===== config.mk =====
export PLATFORM = sky130hd
export DESIGN_NAME = ntt_addr_seq
export DESIGN_NICKNAME = d
export VERILOG_FILES = /design/src/rtl/ntt_addr_seq_pkg.sv /design/src/rtl/ntt_stage_cnt.sv /design/src/rtl/ntt_addr_seq.sv
export SDC_FILE = /design/constraint.sdc
export NUM_CORES = 1
export LEC_CHECK = 0
export ABC_AREA = 1
export BUFFER_PORTS_ARGS = -buffer_cell sky130_fd_sc_hd__buf_4
export CAP_MARGIN = 20
export CORE_ASPECT_RATIO = 0.5
export CORE_MARGIN = 2
export CORE_UTILIZATION = 51
export DETAILED_ROUTE_END_ITERATION = 8
export PLACE_DENSITY_LB_ADDON = 0.15
export SYNTH_ARGS = -nofsm -noshare
export SYNTH_HDL_FRONTEND = slang
export SYNTH_SLANG_ARGS = --single-unit

===== constraint.sdc =====
create_clock -name clk -period 1.9 [get_ports clk]
set_input_delay 0.19 -clock clk [delete_from_list [all_inputs] [get_ports clk]]
set_output_delay 0.19 -clock clk [all_outputs]
set_load 0.02 [all_outputs]

===== src/rtl/ntt_addr_seq_pkg.sv =====
// Shared constants and FSM state type for the 8-point NTT address sequencer.
package ntt_addr_seq_pkg;

    localparam int N    = 8;
    localparam int LOGN = 3;
    localparam int W    = 5;

    typedef enum logic [1:0] {
        IDLE,
        RUN,
        GAP,
        DONE
    } state_e;

endpackage


===== src/rtl/ntt_stage_cnt.sv =====
// Per-stage butterfly counter: j, jmod and tprev, updated incrementally
// so no divider or multiplier is needed.
module ntt_stage_cnt #(
    parameter int W = 5
) (
    input  logic         clk,
    input  logic         rst_n,
    input  logic         clr_i,
    input  logic         adv_i,
    input  logic [W-1:0] t_i,
    output logic [W-1:0] j_o,
    output logic [W-1:0] jmod_o,
    output logic [W-1:0] tprev_o,
    output logic [W-1:0] jmod_nxt_o
);

    logic [W-1:0] j_q, j_d;
    logic [W-1:0] jmod_q, jmod_d;
    logic [W-1:0] tprev_q, tprev_d;

    // When jmod wraps at t-1 the next butterfly belongs to the following group.
    always_comb begin
        j_d     = j_q;
        jmod_d  = jmod_q;
        tprev_d = tprev_q;
        if (clr_i) begin
            j_d     = '0;
            jmod_d  = '0;
            tprev_d = '0;
        end else if (adv_i) begin
            j_d = j_q + W'(1);
            if (jmod_q == t_i - W'(1)) begin
                jmod_d  = '0;
                tprev_d = tprev_q + (t_i << 1);
            end else begin
                jmod_d = jmod_q + W'(1);
            end
        end
    end

    always_ff @(posedge clk or negedge rst_n) begin
        if (!rst_n) begin
            j_q     <= '0;
            jmod_q  <= '0;
            tprev_q <= '0;
        end else begin
            j_q     <= j_d;
            jmod_q  <= jmod_d;
            tprev_q <= tprev_d;
        end
    end

    assign j_o        = j_q;
    assign jmod_o     = jmod_q;
    assign tprev_o    = tprev_q;
    assign jmod_nxt_o = jmod_d;

endmodule


===== src/rtl/ntt_addr_seq.sv =====
// Cooley-Tukey stage/butterfly loop sequencer feeding the NTT index and
// twiddle generators, with a programmable drain gap between stages.
module ntt_addr_seq
    import ntt_addr_seq_pkg::*;
#(
    parameter int N         = ntt_addr_seq_pkg::N,
    parameter int LOGN      = ntt_addr_seq_pkg::LOGN,
    parameter int W         = ntt_addr_seq_pkg::W,
    parameter int STAGE_GAP = 2
) (
    input  logic         clk,
    input  logic         rst_n,
    input  logic         start,
    input  logic         hold,
    output logic         busy,
    output logic         done,
    output logic         valid,
    output logic [W-1:0] i,
    output logic [W-1:0] j,
    output logic [W-1:0] t,
    output logic [W-1:0] jmod,
    output logic [W-1:0] tprev,
    output logic [W-1:0] tw_exp,
    output logic         stage_first
);

    localparam logic [W-1:0] LAST_J   = W'(N / 2 - 1);
    localparam logic [W-1:0] LAST_I   = W'(LOGN);
    localparam logic [W-1:0] GAP_LOAD = (STAGE_GAP > 0) ? W'(STAGE_GAP - 1) : '0;

    state_e       state_q, state_d;
    logic [W-1:0] gap_q, gap_d;
    logic [W-1:0] i_q, i_d;
    logic [W-1:0] t_q, t_d;
    logic [W-1:0] tw_q, tw_d;
    logic         valid_q, valid_d;
    logic         sf_q, sf_d;
    logic         busy_q, busy_d;
    logic         done_q, done_d;
    logic         cntClr, cntAdv, loadNext;
    logic [W-1:0] jCnt, jmodCnt, tprevCnt, jmodNxt;

    ntt_stage_cnt #(.W(W)) u_stage_cnt (
        .clk        (clk),
        .rst_n      (rst_n),
        .clr_i      (cntClr),
        .adv_i      (cntAdv),
        .t_i        (t_q),
        .j_o        (jCnt),
        .jmod_o     (jmodCnt),
        .tprev_o    (tprevCnt),
        .jmod_nxt_o (jmodNxt)
    );

    // Registers default to holding, which is exactly what hold=1 needs.
    always_comb begin
        state_d  = state_q;
        gap_d    = gap_q;
        i_d      = i_q;
        t_d      = t_q;
        tw_d     = tw_q;
        valid_d  = valid_q;
        sf_d     = sf_q;
        busy_d   = busy_q;
        done_d   = 1'b0;
        cntClr   = 1'b0;
        cntAdv   = 1'b0;
        loadNext = 1'b0;
        case (state_q)
            IDLE: begin
                if (start) begin
                    state_d = RUN;
                    busy_d  = 1'b1;
                    valid_d = 1'b1;
                    i_d     = W'(1);
                    t_d     = W'(N / 2);
                    tw_d    = '0;
                    sf_d    = 1'b1;
                    cntClr  = 1'b1;
                end
            end
            RUN: begin
                if (!hold) begin
                    if (jCnt != LAST_J) begin
                        cntAdv = 1'b1;
                        tw_d   = jmodNxt << (i_q - W'(1));
                        sf_d   = 1'b0;
                    end else if (i_q < LAST_I) begin
                        if (STAGE_GAP > 0) begin
                            state_d = GAP;
                            gap_d   = GAP_LOAD;
                            valid_d = 1'b0;
                            sf_d    = 1'b0;
                        end else begin
                            loadNext = 1'b1;
                        end
                    end else begin
                        state_d = DONE;
                        valid_d = 1'b0;
                        sf_d    = 1'b0;
                        done_d  = 1'b1;
                    end
                end
            end
            GAP: begin
                if (!hold) begin
                    if (gap_q == '0) begin
                        loadNext = 1'b1;
                    end else begin
                        gap_d = gap_q - W'(1);
                    end
                end
            end
            DONE: begin
                state_d = IDLE;
                busy_d  = 1'b0;
            end
            default: state_d = IDLE;
        endcase

        // Shared entry into the next stage, from RUN (no gap) or from GAP.
        if (loadNext) begin
            state_d = RUN;
            valid_d = 1'b1;
            i_d     = i_q + W'(1);
            t_d     = t_q >> 1;
            tw_d    = '0;
            sf_d    = 1'b1;
            cntClr  = 1'b1;
        end
    end

    always_ff @(posedge clk or negedge rst_n) begin
        if (!rst_n) begin
            state_q <= IDLE;
            gap_q   <= '0;
            i_q     <= '0;
            t_q     <= '0;
            tw_q    <= '0;
            valid_q <= 1'b0;
            sf_q    <= 1'b0;
            busy_q  <= 1'b0;
            done_q  <= 1'b0;
        end else begin
            state_q <= state_d;
            gap_q   <= gap_d;
            i_q     <= i_d;
            t_q     <= t_d;
            tw_q    <= tw_d;
            valid_q <= valid_d;
            sf_q    <= sf_d;
            busy_q  <= busy_d;
            done_q  <= done_d;
        end
    end

    assign busy        = busy_q;
    assign done        = done_q;
    assign valid       = valid_q;
    assign i           = i_q;
    assign j           = jCnt;
    assign t           = t_q;
    assign jmod        = jmodCnt;
    assign tprev       = tprevCnt;
    assign tw_exp      = tw_q;
    assign stage_first = sf_q;

endmodule


### Yosys cells after proc, flatten, opt, wreduce, memory -nomap -nowiden

Index checks and enable logic that the tools add are counted.

| operators by class | value |
|---|---|
| add/sub/neg operators | 7 |
| magnitude comparators | 1 |
| eq/ne operators | 15 |
| shift-type cells | 1 |
| multiplexer cells | 53 |
| reductions and logical operators | 18 |

Operators by type and width:

| operator | number |
|---|---|
| 5-bit two-way mux | 23 |
| 1-bit two-way mux | 20 |
| 5-bit case mux with 2 select lines | 2 |
| 5-bit by 1-bit adder with 5-bit output (second input constant) | 3 |
| 5-bit by 1-bit subtractor with 5-bit output (second input constant) | 3 |
| 2-bit inequality test (second input constant) | 6 |
| 3-bit inequality test (second input constant) | 4 |
| 4-bit AND reduction | 3 |
| 2-bit nonzero test | 6 |
| 2-bit two-way mux | 4 |
| 1-bit case mux with 2 select lines | 3 |
| 2-bit case mux with 3 select lines | 1 |
| 2-bit AND reduction | 3 |
| 6-bit AND reduction | 1 |
| 5-bit adder | 1 |
| 5-bit == test | 1 |
| 5-bit logical NOT | 1 |
| 5-bit by 2-bit less-than comparator with 1-bit output (second input constant) | 1 |
| 5-bit by 2-bit inequality test with 1-bit output (second input constant) | 1 |
| 5-bit by 5-bit << shifter with 5-bit output | 1 |
| 2-bit == test (second input constant) | 2 |
| 4-bit nonzero test | 1 |
| 3-bit AND reduction | 1 |
| 3-bit nonzero test | 1 |
| 2 further kinds | 2 |

| storage, ports and cells | value |
|---|---|
| register bits after elaboration | 41 |
| input port bits | 4 |
| output and inout bits | 34 |

### Depth between registers and ports, before layout

| depth | value |
|---|---|
| depth after elaboration | 11 |
| depth in mapped cells | 15 |
| depth with buffers taken out | 15 |

### Hierarchy

From an unflattened synthesis, not the netlist that was laid out.

| second synthesis, totals | value |
|---|---|
| cells, all modules | 327 |
| area total of the unflattened synthesis | 2526.2 µm² |

By module, submodules not included:

| module | instances | cells an instance | area an instance (µm²) | seq. area each (µm²) |
|---|---|---|---|---|
| ntt_addr_seq | 1 | 198 | 1551.5 | 600.6 |
| ntt_stage_cnt | 1 | 129 | 974.7 | 350.3 |

### Worst setup path before layout

Ideal clock, no wire load.

| timing path | value |
|---|---|
| path type | register -> register |
| start | reg t_q[0], in the netlist t[0] |
| end | reg tw_q[2], in the netlist tw_exp[2] |
| setup time | 0.121 ns |
| arrival time | 1.930 ns |
| required time | 1.779 ns |
| path slack | -0.152 ns |
| cell stages (with the launch flop) | 16 |
| buffers on the path | 0 |
| path through | dfrtp_1 -> inv_1 -> ha_1 -> ha_1 -> nand2_1 -> inv_1 -> nor2_1 -> nand2_1 -> nor2_1 -> nand3_2 -> nand2_2 -> nor2_2 -> nand2_1 -> nand2_1 -> nor2_1 -> o21ai_1 |

| between the ends | value |
|---|---|
| longest elaborated chain between the ends | 10 |

RTL lines:

| element | RTL line | text |
|---|---|---|
| start: declaration | ntt_addr_seq.sv:34 | `logic [W-1:0] t_q, t_d;` |
| start signal: assignment | ntt_addr_seq.sv:148 | `t_q <= t_d;` |
| 5-bit by 1-bit subtractor with 5-bit output | ntt_stage_cnt.sv:32 | `if (jmod_q == t_i - W'(1)) begin` |
| 5-bit == test | ntt_stage_cnt.sv:32 |  |
| 5-bit two-way mux | ntt_stage_cnt.sv:32 |  |
| 5-bit two-way mux | ntt_stage_cnt.sv:30 | `end else if (adv_i) begin` |
| 5-bit two-way mux | ntt_stage_cnt.sv:26 | `if (clr_i) begin` |
| net jmodNxt[1] | ntt_addr_seq.sv:41 | `logic [W-1:0] jCnt, jmodCnt, tprevCnt, jmodNxt;` |
| 5-bit by 5-bit << shifter with 5-bit output | ntt_addr_seq.sv:86 | `tw_d = jmodNxt << (i_q - W'(1));` |
| 5-bit two-way mux | ntt_addr_seq.sv:84 | `if (jCnt != LAST_J) begin` |
| 5-bit two-way mux | ntt_addr_seq.sv:83 | `if (!hold) begin` |
| 5-bit case mux with 2 select lines | ntt_addr_seq.sv:69 | `case (state_q)` |
| 5-bit two-way mux | ntt_addr_seq.sv:122 | `if (loadNext) begin` |
| end signal: assignment | ntt_addr_seq.sv:149 | `tw_q <= tw_d;` |
| end: declaration | ntt_addr_seq.sv:35 | `logic [W-1:0] tw_q, tw_d;` |

The timed path passes the listed nets, and every way through them passes these cells. The select of a mux whose other input is x is not followed.
A chain may end at the register's enable or synchronous reset.

### Worst setup path after layout

| timing path | value |
|---|---|
| start | reg t_q[0], in the netlist t[0] |
| end | reg tw_q[1], in the netlist tw_exp[1] |

Same word-level chain as after synthesis.

==> out/metrics.cfg <==
[detailed_routing]
first_iter_violations=96
drt_wl_total_um=5910
ant_nets=0
wl_per_cell_um=14.1
via_count=2213
firstDrtPassIters=4
drcViolationCount=0
via_per_inst=5.28

[worst_setup_path]
critical_path_arrival_ns=2.15
worstPathRequired_ns=2.09
crit_type=flip-flop to flip-flop
critPathMaxFanout=4
start_kind=flip-flop
crit_path_end_kind=flip-flop

[global_route]
grt_pass1_wl_um=9790
grt_pass1_vias=2073
overflow=0
grt_start_max_net_pins=39
antenna_found_initial=0
track_usage=0.247

[pwr]
max-vdd-ir-drop_mv=0.792
finalPower_uw=5200
p_leak_uw=0.00158
p_per_area_nw_per_um2=1700

[synthesis]
synth_edf_count=0
yosysSeqAreaShare=0.412
avgSynthCellArea_um2=7.87
synthArstFlopShare=1.00
syn_area_um2=2310
yosys_warnings=0
netlist_top_cells_area=dfrtp_1 (41%), nand2_1 (10%), inv_1 (7.3%)
synth_common_cells=nand2_1 (64), inv_1 (45), dfrtp_1 (38)
synth_cells=293
yosysMostFrequentCell=nand2_1
yosys_register_bits=38
ys_types=35
synth_top_area_share=0.412
synthFlopType=dfrtp_1
yosys.area.top_type=dfrtp_1

[die]
die_h_um=51.5
start_util=0.526
die_w_um=99.1
fp-row-count=17
pin_count=38
die_area_um2=5110
coreArea_um2=4380

[clocking]
cts.clk_slew.worst_paths_ns=0.07
htreeDepth=2
tritoncts=built
cts_root_buffer=clkbuf_8
clockBufferDepth=2
clkLatencyLatePin_ns=0.29
clock_sinks=38
cts_buffers=5

[timing]
clock.fmax_ghz=0.510
slew_headroom=0.665
setup_viol=4
clock_skew_ns=0.00611
drv_slew=0
max_slew.worst_pin.slew_ns=0.497
rsz0062_at_grt=true
setup_slack_ns=-0.0592
holdWs_ns=0.115
min_period_ns=1.96
post-route-period-util=1.03
finalHoldViolCount=0

[layout]
fin_area_um2=3050
postLayoutCoreUtil=0.696
final_nets=377
drive_gt1_frac=0.318
fin_cells=419
num-fill-cells=368
n_antenna_cell=0
area_delta_synth_final_pct=32.3

[outcome]
failed_checks=setup timing
outcome=complete, but fails checks

[placed_design]
hpwl_um=4270
gp_congestion=0.832
port_buffers=34
placed_area_um2=2770
dp.cells=400

[worst_hold_path]
hold_class=primary input to flip-flop

[flow_run]
drv_cap=0

[layer usage]
layer,vias up,share of wire,routed length (um),track usage
met5,-,0,0,0
met4,0,0.013,76,0.0753
met3,9,0.055,323,0.0524
met2,65,0.48,2840,0.403
met1,1068,0.45,2670,0.336
li1,1071,-,-,-
[state kept, by name (all words and copies together) (netlist names), 2 cells and up]
register / cells
i: 5
u_stage_cnt.j_o: 5
gap_q: 5
t: 3
state_q: 2
tw_exp: 5
u_stage_cnt.jmod_o: 5
u_stage_cnt.tprev_o: 4
[layout make-up]
type | instances | area [um2] | area share
clock buffer | 7 | 86.3 | 0.0283
clock inverter | 1 | 5.00 | 0.00164
inverter | 51 | 194 | 0.0636
multi-input combinational | 203 | 1270 | 0.416
sequential | 38 | 953 | 0.312
tap | 57 | 71.3 | 0.0234
timing repair buffer | 62 | 472 | 0.155
[path summary, 6_finish.rpt]
path	start	slack, ns	depth (start not counted)	endpoint
min in group asynchronous	rst_n	0.40	2	stage_first$_DFFE_PN0P_
min reg2reg	stage_first$_DFFE_PN0P_	0.48	2	stage_first$_DFFE_PN0P_
max reg2reg	t[0]$_DFFE_PN0P_	-0.06	15	tw_exp[1]$_DFFE_PN0P_
max in group asynchronous	rst_n	1.12	2	t[1]$_DFFE_PN0P_
max	t[0]$_DFFE_PN0P_	-0.06	15	tw_exp[1]$_DFFE_PN0P_
min	hold	0.11	2	done$_DFF_PN0_
[power by group]
part | switching (uW) | internal (uW) | total [uW]
logic | 1950 | 1310 | 3260
clock network | 275 | 293 | 568
registers | 276 | 1090 | 1370
total | 2500 | 2700 | 5200
[worst max-delay path, cell delays in order (launching register included)]
cell and delay (ns):
dfrtp_2 0.41, inv_2 0.09, ha_4 0.15, ha_4 0.20, nand2_2 0.07, inv_2 0.04
nor2_2 0.07, nand2_1 0.07, nor2_1 0.13, nand3_2 0.15, nand2_4 0.14, nor2_4 0.05
nand2_2 0.09, nand2_1 0.06, nand3_1 0.09, nand2_1 0.06
[placed cells by master (no fill, tap or decap), types with 2 or more instances in the layout]
master / netlist / routed
dfrtp_1: 38 / 36
xnor2_1: 2 / 2
inv_1: 45 / 40
ha_1: 11 / 9
xor2_1: 9 / 8
a21oi_1: 8 / 8
o22ai_1: 4 / 3
nand2_2: 3 / 8
nand3_1: 23 / 21
nor3_1: 5 / 5
dfrtp_2: 0 / 2
nand2_1: 64 / 58
buf_4: 3 / 60
nand3_2: 1 / 3
clkbuf_8: 0 / 6
ha_4: 0 / 2
nor2_4: 4 / 8
nand4_1: 5 / 5
nand2_4: 1 / 2
o21ai_0: 19 / 16
inv_2: 3 / 9
o21ai_1: 3 / 6
nor2_2: 3 / 5
conb_1: 1 / 3
nor2_1: 24 / 18
[timing repair]
| item | CTS | global route |
|---|---|---|
| setup endpoints to repair | 3 | 15 |
| hold endpoints to repair | 38 | 0 |
| pin swaps | 5 | 18 |
| hold buffers | 1 | 0 |
| gates resized for setup | 1 | 31 |
| setup buffers | 2 | 8 |
[cells by family (layout without fill, tap and decap cells)]
family | after synthesis | after routing | share of synthesized area
flops | 38 | 38 | 0.412
simple gates | 138 | 138 | 0.286
compound gates | 39 | 39 | 0.0960
buf+inv | 54 | 121 | 0.0939
other cells | 1 | 3 | 0.00163
xor+xnor | 11 | 11 | 0.0418
fa+ha+maj | 12 | 12 | 0.0684
[through the flow]
step / setup WS, ns / TNS, ns
6_report: -0.0592 / -0.130
3_5_place_dp: 0.000641 / 0
2_1_floorplan: 0.0162 / 0
3_3_place_gp: 0.0722 / 0
4_1_cts: -0.00469 / -0.00697
5_1_grt: -0.147 / -0.620
No activity file was read; power rests on OpenSTA's default activity.
